[config.mk]
export PLATFORM = sky130hd
export DESIGN_NAME = seatbelt_reminder_driver
export DESIGN_NICKNAME = d
export VERILOG_FILES = /design/src/rtl/seatbelt_reminder_driver.sv
export SDC_FILE = /design/constraint.sdc
export NUM_CORES = 1
export LEC_CHECK = 0
export CORE_MARGIN = 2
export CORE_UTILIZATION = 53
export CTS_BUF_LIST = sky130_fd_sc_hd__clkbuf_16
export DETAILED_ROUTE_END_ITERATION = 10
export GPL_TIMING_DRIVEN = 1
export MAX_ROUTING_LAYER = met4
export PLACE_DENSITY = 0.68
export SLEW_MARGIN = 20
export SYNTH_ARGS = -nofsm -noshare
export SYNTH_HDL_FRONTEND = slang
export SYNTH_SLANG_ARGS = --single-unit
[constraint.sdc]
create_clock -name clk -period 2.6 [get_ports clk]
set_input_delay 0.26 -clock clk [delete_from_list [all_inputs] [get_ports clk]]
set_output_delay 0.26 -clock clk [all_outputs]
set_load 0.1 [all_outputs]
[src/rtl/seatbelt_reminder_driver.sv]
// seatbelt_reminder_driver
//   Consumes the seatbelt-light request (SBL) and drives the dashboard lamp and
//   chime. A 2-flop synchronizer feeds a 4-state FSM that steps through three
//   phases: lamp+chime, then flashing lamp, then steady lamp. Timing is derived
//   from a prescaler tick.
// Ports
//   clk      in   1  system clock, rising edge
//   reset_n  in   1  asynchronous active-low reset
//   SBL      in   1  seatbelt light request, may be asynchronous to clk
//   lamp     out  1  warning lamp drive, 1 = on
//   chime    out  1  chime drive, 1 = sounding
//   state    out  2  FSM state: 00 IDLE, 01 CHIME, 10 FLASH, 11 HOLD
module seatbelt_reminder_driver #(
  parameter int unsigned TICK_DIV    = 50000,
  parameter int unsigned CHIME_TICKS = 6,
  parameter int unsigned FLASH_HALF  = 2,
  parameter int unsigned WARN_TICKS  = 90
) (
  input  logic       clk,
  input  logic       reset_n,
  input  logic       SBL,
  output logic       lamp,
  output logic       chime,
  output logic [1:0] state
);

  localparam int unsigned CW       = $clog2(TICK_DIV);
  // The elapsed counter must be able to reach CHIME_TICKS even when
  // WARN_TICKS is smaller, so it saturates at the larger of the two.
  localparam int unsigned ELAP_MAX = (WARN_TICKS > CHIME_TICKS) ? WARN_TICKS : CHIME_TICKS;
  localparam int unsigned EW       = $clog2(ELAP_MAX + 1);
  localparam int unsigned HW       = $clog2(FLASH_HALF + 1);

  localparam logic [CW-1:0] CNT_LAST   = CW'(TICK_DIV - 1);
  localparam logic [EW-1:0] ELAP_SAT   = EW'(ELAP_MAX);
  localparam logic [EW-1:0] CHIME_LAST = EW'(CHIME_TICKS - 1);
  localparam logic [EW-1:0] WARN_LAST  = EW'(WARN_TICKS - 1);
  localparam logic [HW-1:0] HALF_LAST  = HW'(FLASH_HALF - 1);
  localparam bit            SKIP_FLASH = (WARN_TICKS <= CHIME_TICKS);

  typedef enum logic [1:0] {
    IDLE  = 2'b00,
    CHIME = 2'b01,
    FLASH = 2'b10,
    HOLD  = 2'b11
  } state_e;

  logic          sbl_meta_q;
  logic          sbl_s_q;
  state_e        state_q,   state_d;
  logic [CW-1:0] cnt_q,     cnt_d;
  logic [EW-1:0] elapsed_q, elapsed_d;
  logic [HW-1:0] half_q,    half_d;
  logic          phase_q,   phase_d;
  logic          tick;
  logic [EW-1:0] elapsed_inc;

  // Synchronizer: SBL reaches sbl_s_q two edges after it changes.
  always_ff @(posedge clk or negedge reset_n) begin
    if (!reset_n) begin
      sbl_meta_q <= 1'b0;
      sbl_s_q    <= 1'b0;
    end else begin
      sbl_meta_q <= SBL;
      sbl_s_q    <= sbl_meta_q;
    end
  end

  always_ff @(posedge clk or negedge reset_n) begin
    if (!reset_n) begin
      state_q   <= IDLE;
      cnt_q     <= '0;
      elapsed_q <= '0;
      half_q    <= '0;
      phase_q   <= 1'b0;
    end else begin
      state_q   <= state_d;
      cnt_q     <= cnt_d;
      elapsed_q <= elapsed_d;
      half_q    <= half_d;
      phase_q   <= phase_d;
    end
  end

  assign tick        = (cnt_q == CNT_LAST);
  assign elapsed_inc = (elapsed_q == ELAP_SAT) ? elapsed_q : elapsed_q + EW'(1);

  always_comb begin
    state_d   = state_q;
    cnt_d     = tick ? '0 : cnt_q + CW'(1);
    elapsed_d = tick ? elapsed_inc : elapsed_q;
    half_d    = half_q;
    phase_d   = phase_q;

    if (!sbl_s_q) begin
      // Request withdrawn: drop everything, whatever state we are in.
      state_d   = IDLE;
      cnt_d     = '0;
      elapsed_d = '0;
      half_d    = '0;
      phase_d   = 1'b0;
    end else begin
      unique case (state_q)
        IDLE: begin
          // Clearing the prescaler here puts the first tick exactly
          // TICK_DIV cycles after CHIME entry.
          state_d   = CHIME;
          cnt_d     = '0;
          elapsed_d = '0;
          half_d    = '0;
          phase_d   = 1'b0;
        end
        CHIME: begin
          if (tick && (elapsed_q == CHIME_LAST)) begin
            state_d = SKIP_FLASH ? HOLD : FLASH;
            half_d  = '0;
            phase_d = 1'b1;
          end
        end
        FLASH: begin
          if (tick) begin
            // End of warning window wins over a phase toggle on the same tick.
            if (elapsed_q == WARN_LAST) begin
              state_d = HOLD;
            end else if (half_q == HALF_LAST) begin
              half_d  = '0;
              phase_d = ~phase_q;
            end else begin
              half_d  = half_q + HW'(1);
            end
          end
        end
        HOLD: begin
          state_d = HOLD;
        end
        default: begin
          state_d   = IDLE;
          cnt_d     = '0;
          elapsed_d = '0;
          half_d    = '0;
          phase_d   = 1'b0;
        end
      endcase
    end
  end

  // Outputs decode registered state only, so they cannot glitch.
  always_comb begin
    lamp  = 1'b0;
    chime = 1'b0;
    case (state_q)
      CHIME: begin
        lamp  = 1'b1;
        chime = 1'b1;
      end
      FLASH:   lamp = phase_q;
      HOLD:    lamp = 1'b1;
      default: begin
        lamp  = 1'b0;
        chime = 1'b0;
      end
    endcase
  end

  assign state = state_q;

endmodule

==> Word level (Yosys, flattened, before mapping) <==
Cells that the tools add are included.
{ "word_totals": {"output_inout_bits": 4, "input_bits": 3, "elab_cells": 60, "register_bits": 30} }
{ "classes": {"eq_ne": 16, "addsub": 3, "n_mux": 26, "n_reduce_logical": 7, "bitwise_logic": 1} }
{ "op_table": {"columns": ["op", "count"], "rows": [
  ["2-to-1 mux 16 bit", 3],
  ["2-to-1 mux 7 bit", 4],
  ["2-to-1 mux 2 bit", 9],
  ["adder 16 x 1 -> 16 bit, second input constant", 1],
  ["== test 16 bit, second input constant", 1],
  ["inequality test 3 bit, second input constant", 5],
  ["== test 7 bit, second input constant", 2],
  ["one-hot mux 2 bit (4 select lines)", 1],
  ["adder 7 x 1 -> 7 bit, second input constant", 1],
  ["== test 7 x 3 -> 1 bit, second input constant", 1],
  ["2-to-1 mux 1 bit", 6],
  ["one-hot mux 2 bit (3 select lines)", 1],
  ["AND reduction 5 bit", 1],
  ["== test 2 x 1 -> 1 bit, second input constant", 2],
  ["== test 2 bit, second input constant", 2],
  ["inequality test 4 x 1 -> 1 bit, second input constant", 1],
  ["AND reduction 4 bit", 1],
  ["inequality test 3 x 1 -> 1 bit, second input constant", 1],
  ["inequality test 3 x 2 -> 1 bit, second input constant", 1],
  ["one-hot mux 1 bit (3 select lines)", 1],
  ["AND reduction 3 bit", 1],
  ["adder 2 x 1 -> 2 bit, second input constant", 1],
  ["logical NOT 2 bit", 1],
  ["one-hot mux 1 bit (2 select lines)", 1],
  ["4 further kinds", 4]
]} }

==> Longest topological paths before layout <==
{ "logic_depth": {"depth_word": 6, "ltp_mapped": 8, "mapped_depth_nobuf": 7} }

==> Least setup slack after synthesis <==
No wires, ideal clock.
{ "synth_timing": {"kind": "register to output", "start": "reg state_q[0], in the netlist state[0]", "end": "out lamp", "arrival_time_ns": 3.377, "setup_slack_ns": -1.037, "n_path_buf": 0, "stages_incl_launch_ff": 4, "required_ns": 2.340, "path_cell_list": "dfrtp_1 ha_1 a211oi_1 nor2_1"} }
{ "synth_between": {"elab_chain_len": 3, "elab_cells_between_ends": 5, "classes_between": "3 x eq/ne; 1 x mux; 1 x reduce/logical"} }
{ "synth_rtl": {"columns": ["item", "line_no", "rtl"], "rows": [
  ["start, declared", "50", "state_e state_q, state_d;"],
  ["start signal, assigned", "77", "state_q <= state_d;"],
  ["== test 2 bit or == test 2 x 1 -> 1 bit (tied branches)", "151", "case (state_q)"],
  ["OR reduction 2 bit (no source line)", null, null],
  ["one-hot mux 1 bit (2 select lines) (*)", "151", null],
  ["end, declared", "22", "output logic lamp,"]
]} }
Every way passes the cells marked *; elsewhere a longest branch is shown, timed or not.

==> Worst setup path in the final report <==
{ "layout_timing": {"start": "reg elapsed_q[1]", "end": "reg half_q[0]"} }
{ "layout_between": {"elab_chain_len": 4, "elab_cells_between_ends": 6, "classes_between": "4 x eq/ne; 2 x reduce/logical"} }
{ "layout_rtl": {"columns": ["item", "line_no", "rtl"], "rows": [
  ["start, declared", "52", "logic [EW-1:0] elapsed_q, elapsed_d;"],
  ["start signal, assigned", "79", "elapsed_q <= elapsed_d;"],
  ["== test 7 x 3 -> 1 bit", "114", "if (tick && (elapsed_q == CHIME_LAST)) begin"],
  ["logical AND 1 bit", "114", null],
  ["inequality test 3 bit (no source line)", null, null],
  ["AND reduction 4 bit (no source line) (*)", null, null],
  ["end signal, assigned", "80", "half_q <= half_d;"],
  ["end, declared", "53", "logic [HW-1:0] half_q, half_d;"]
]} }
Marked as above.
A chain may end at the register's enable or synchronous reset.

==> results.sh <==
export IMPL_post_route_util_pct=63.5
export IMPL_p_leak_nw=0.794
export IMPL_report_final_slew_viol_count=0
export IMPL_io_pins=7
export IMPL_hp_class="flip-flop to flip-flop"
export IMPL_netlist_area_mm2=0.00162
export IMPL_placementRows=20
export IMPL_path_class="flip-flop to flip-flop"
export IMPL_syn_avg_cell_area_um2=10.1
export IMPL_insertion_delay_ns=0.27
export IMPL_syn_nets=172
export IMPL_antennaDiodeCount=0
export IMPL_clock_skew_ns=0.00412
export IMPL_powerDensity_mw_per_mm2=988
export IMPL_drt_iter0_markers=33
export IMPL_maxSlewHeadroom_pct=49.2
export IMPL_initial_core_util_pct=54.4
export IMPL_finalSetupViolCount=0
export IMPL_critPathRequiredTime_ns=2.75
export IMPL_worst_pin_slew_ns=0.760
export IMPL_ant_nets=0
export IMPL_grt_max_degree=17
export IMPL_holdWs_ns=0.345
export IMPL_synth_area_leaders="dfrtp_1 46%, ha_1 6.2%, nor2_1 5.3%, xnor2_1 4.9%, xor2_1 3.8%"
export IMPL_first_pass_iters=4
export IMPL_fin_setup_tns_ns=0
export IMPL_grt_pass1_wl_mm=5.53
export IMPL_period_share_pct=79.2
export IMPL_vias=1207
export IMPL_fp_dieW_um=59.3
export IMPL_portBuffers=6
export IMPL_clkTransAtPathRegs_ns=0.05
export IMPL_cts_buffers=5
export IMPL_clkSinkCount=30
export IMPL_clockRootBuffer="clkbuf_16"
export IMPL_die_h_um=59.3
export IMPL_yosysTopAreaCell="dfrtp_1"
export IMPL_post_route_min_period_ns=2.06
export IMPL_grt_pass1_vias=1211
export IMPL_gp_congestion=0.798
export IMPL_hold_viol=0
export IMPL_cts_hold_buf=0
export IMPL_maxCapViolCount=0
export IMPL_tritoncts="yes"
export IMPL_routedWlPerCell_um=14.8
export IMPL_dpl_hpwl_mm=2.27
export IMPL_grt_total_usage_pct=22.3
export IMPL_worstSetupEndpointType="flip-flop"
export IMPL_syn_inst=161
export IMPL_dieArea_mm2=0.00351
export IMPL_clockBufferDepth=2
export IMPL_ys_seq_elements=30
export IMPL_cp_start_kind="flip-flop"
export IMPL_area_delta_synth_final_pct=16.8
export IMPL_fmax_ghz=0.486
export IMPL_synth_top_area_share_pct=46.4
export IMPL_htreeDepth=2
export IMPL_arrival_ns=2.21
export IMPL_rsz0062_at_grt="no"
export IMPL_cts_resized=0
export IMPL_wirelength_mm=3.09
export IMPL_drc_errors=0
export IMPL_overflow=0
export IMPL_worstPathMaxFanout=5
export IMPL_cts_setup_buffers=0
export IMPL_yosysUniqueCellTypes=38
export IMPL_drive_gt1_share_pct=13.1
export IMPL_viasPerCell=5.80
export IMPL_layout_nets=186
export IMPL_ir_worst_vdd_v=0.000800
export IMPL_antenna_found_initial=0
export IMPL_status="finished clean"
export IMPL_core_area_mm2=0.00298
export IMPL_yosysSeqAreaShare_pct=46.4
export IMPL_synth_warnings=0
==> layout make-up <==
| class | count | area, um^2 |
|---|---|---|
| well taps | 33 | 41.3 |
| clock inverters | 2 | 33.8 |
| clock buffers | 5 | 125 |
| multi-input cells | 117 | 817 |
| fillers | 248 | 1090 |
| repair buffers | 10 | 80.1 |
| inverters | 11 | 41.3 |
| flip-flops and latches | 30 | 752 |
==> critical path, cell delays in order, from the launching register on <==
cell and delay, ns:
dfrtp_1 0.41, inv_1 0.07, ha_1 0.14, or4bb_1 0.47, o311ai_1 0.30, o211ai_1 0.24, o21ai_0 0.22, o31ai_1 0.09
==> flip-flops by register name, summed over array words and instances (netlist names) <==
name        flops
sbl_s_q         1
sbl_meta_q      1
cnt_q          16
phase_q         1
half_q          2
elapsed_q       7
state           2
==> synthesized netlist by cell type <==
cell type / number
a211oi_1: 1
a21oi_1: 3
a31oi_1: 1
a32o_1: 1
and2_1: 1
and3_1: 6
buf_2: 1
buf_6: 1
clkbuf_1: 1
dfrtp_1: 30
ha_1: 8
inv_1: 11
mux2i_1: 1
nand2_1: 7
nand2_2: 1
nand2b_1: 1
nand3_1: 7
nand3_2: 2
nand4_1: 4
nand4bb_1: 1
nor2_1: 23
nor2b_1: 2
nor3_1: 3
nor4_1: 1
o211ai_1: 4
o21a_1: 1
o21ai_0: 6
o21ai_1: 1
o311ai_1: 1
o31ai_1: 4
o41ai_2: 1
o41ai_4: 1
or3_1: 4
or4_1: 1
or4b_4: 1
or4bb_1: 2
xnor2_1: 9
xor2_1: 7
==> power by group <==
part | switching, W | total, W | leakage [nW] | internal (W)
clock network | 0.000186 | 0.000627 | 0.0773 | 0.000441
logic | 0.000474 | 0.000660 | 0.309 | 0.000186
registers | 0.0000610 | 0.000580 | 0.407 | 0.000519
==> per-layer routing <==
layer / share of wire (%) / routed length (um) / track usage (%) / vias up
met1: 46 / 1410 / 28.9 / 579
met5: 0 / 0 / - / -
li1: - / - / - / 592
met4: 1.7 / 53 / 8.44 / 0
met3: 4.9 / 152 / 7.42 / 5
met2: 48 / 1470 / 32.3 / 31
==> stage by stage <==
| step | cell area [um^2] | std cells | setup slack, ns | power [W] |
|---|---|---|---|---|
| global route | 1890 | 208 | 0.267 | 0.00198 |
| CTS | 1890 | 208 | 0.534 | 0.00189 |
| floorplan | 1630 | 161 | 0.119 | 0.00111 |
| finish | 1890 | 208 | 0.541 | 0.00187 |
| detailed placement | 1730 | 201 | 0.527 | 0.00125 |
| global placement | 1730 | 201 | 0.604 | 0.00123 |
==> placed cells by master, fill, tap and decap left out, types with 5 or more instances in the layout <==
cell,n
dfrtp_1,29
nor2_1,22
inv_1,11
xnor2_1,9
buf_4,8
nand3_1,7
nand2_1,7
xor2_1,7
ha_1,7
and3_1,6
o21ai_0,6
clkbuf_16,5
==> cell families after synthesis <==
| family | share of synthesized area, % |
|---|---|
| AOI/OAI and AO/OA | 12.0 |
| xor gates and xnor gates | 8.66 |
| adders and majority gates | 6.18 |
| buffers and inverters | 3.79 |
| DFF | 46.4 |
| muxes | 0.618 |
| and+or+nand+nor | 22.4 |
==> path summary, 6_finish.rpt <==
path	startpoint	endpoint	slack (ns)	cells past startpoint
worst max register to register	elapsed_q[1]	half_q[0]	0.54	7
min in group asynchronous	reset_n	cnt_q[1]	0.44	1
max in group asynchronous	reset_n	cnt_q[15]	1.54	2
worst max-delay path	elapsed_q[1]	half_q[0]	0.54	7
worst min-delay path	sbl_meta_q	sbl_s_q	0.34	0
worst min register to register	sbl_meta_q	sbl_s_q	0.34	0
Power figures use the tool's default switching activity.
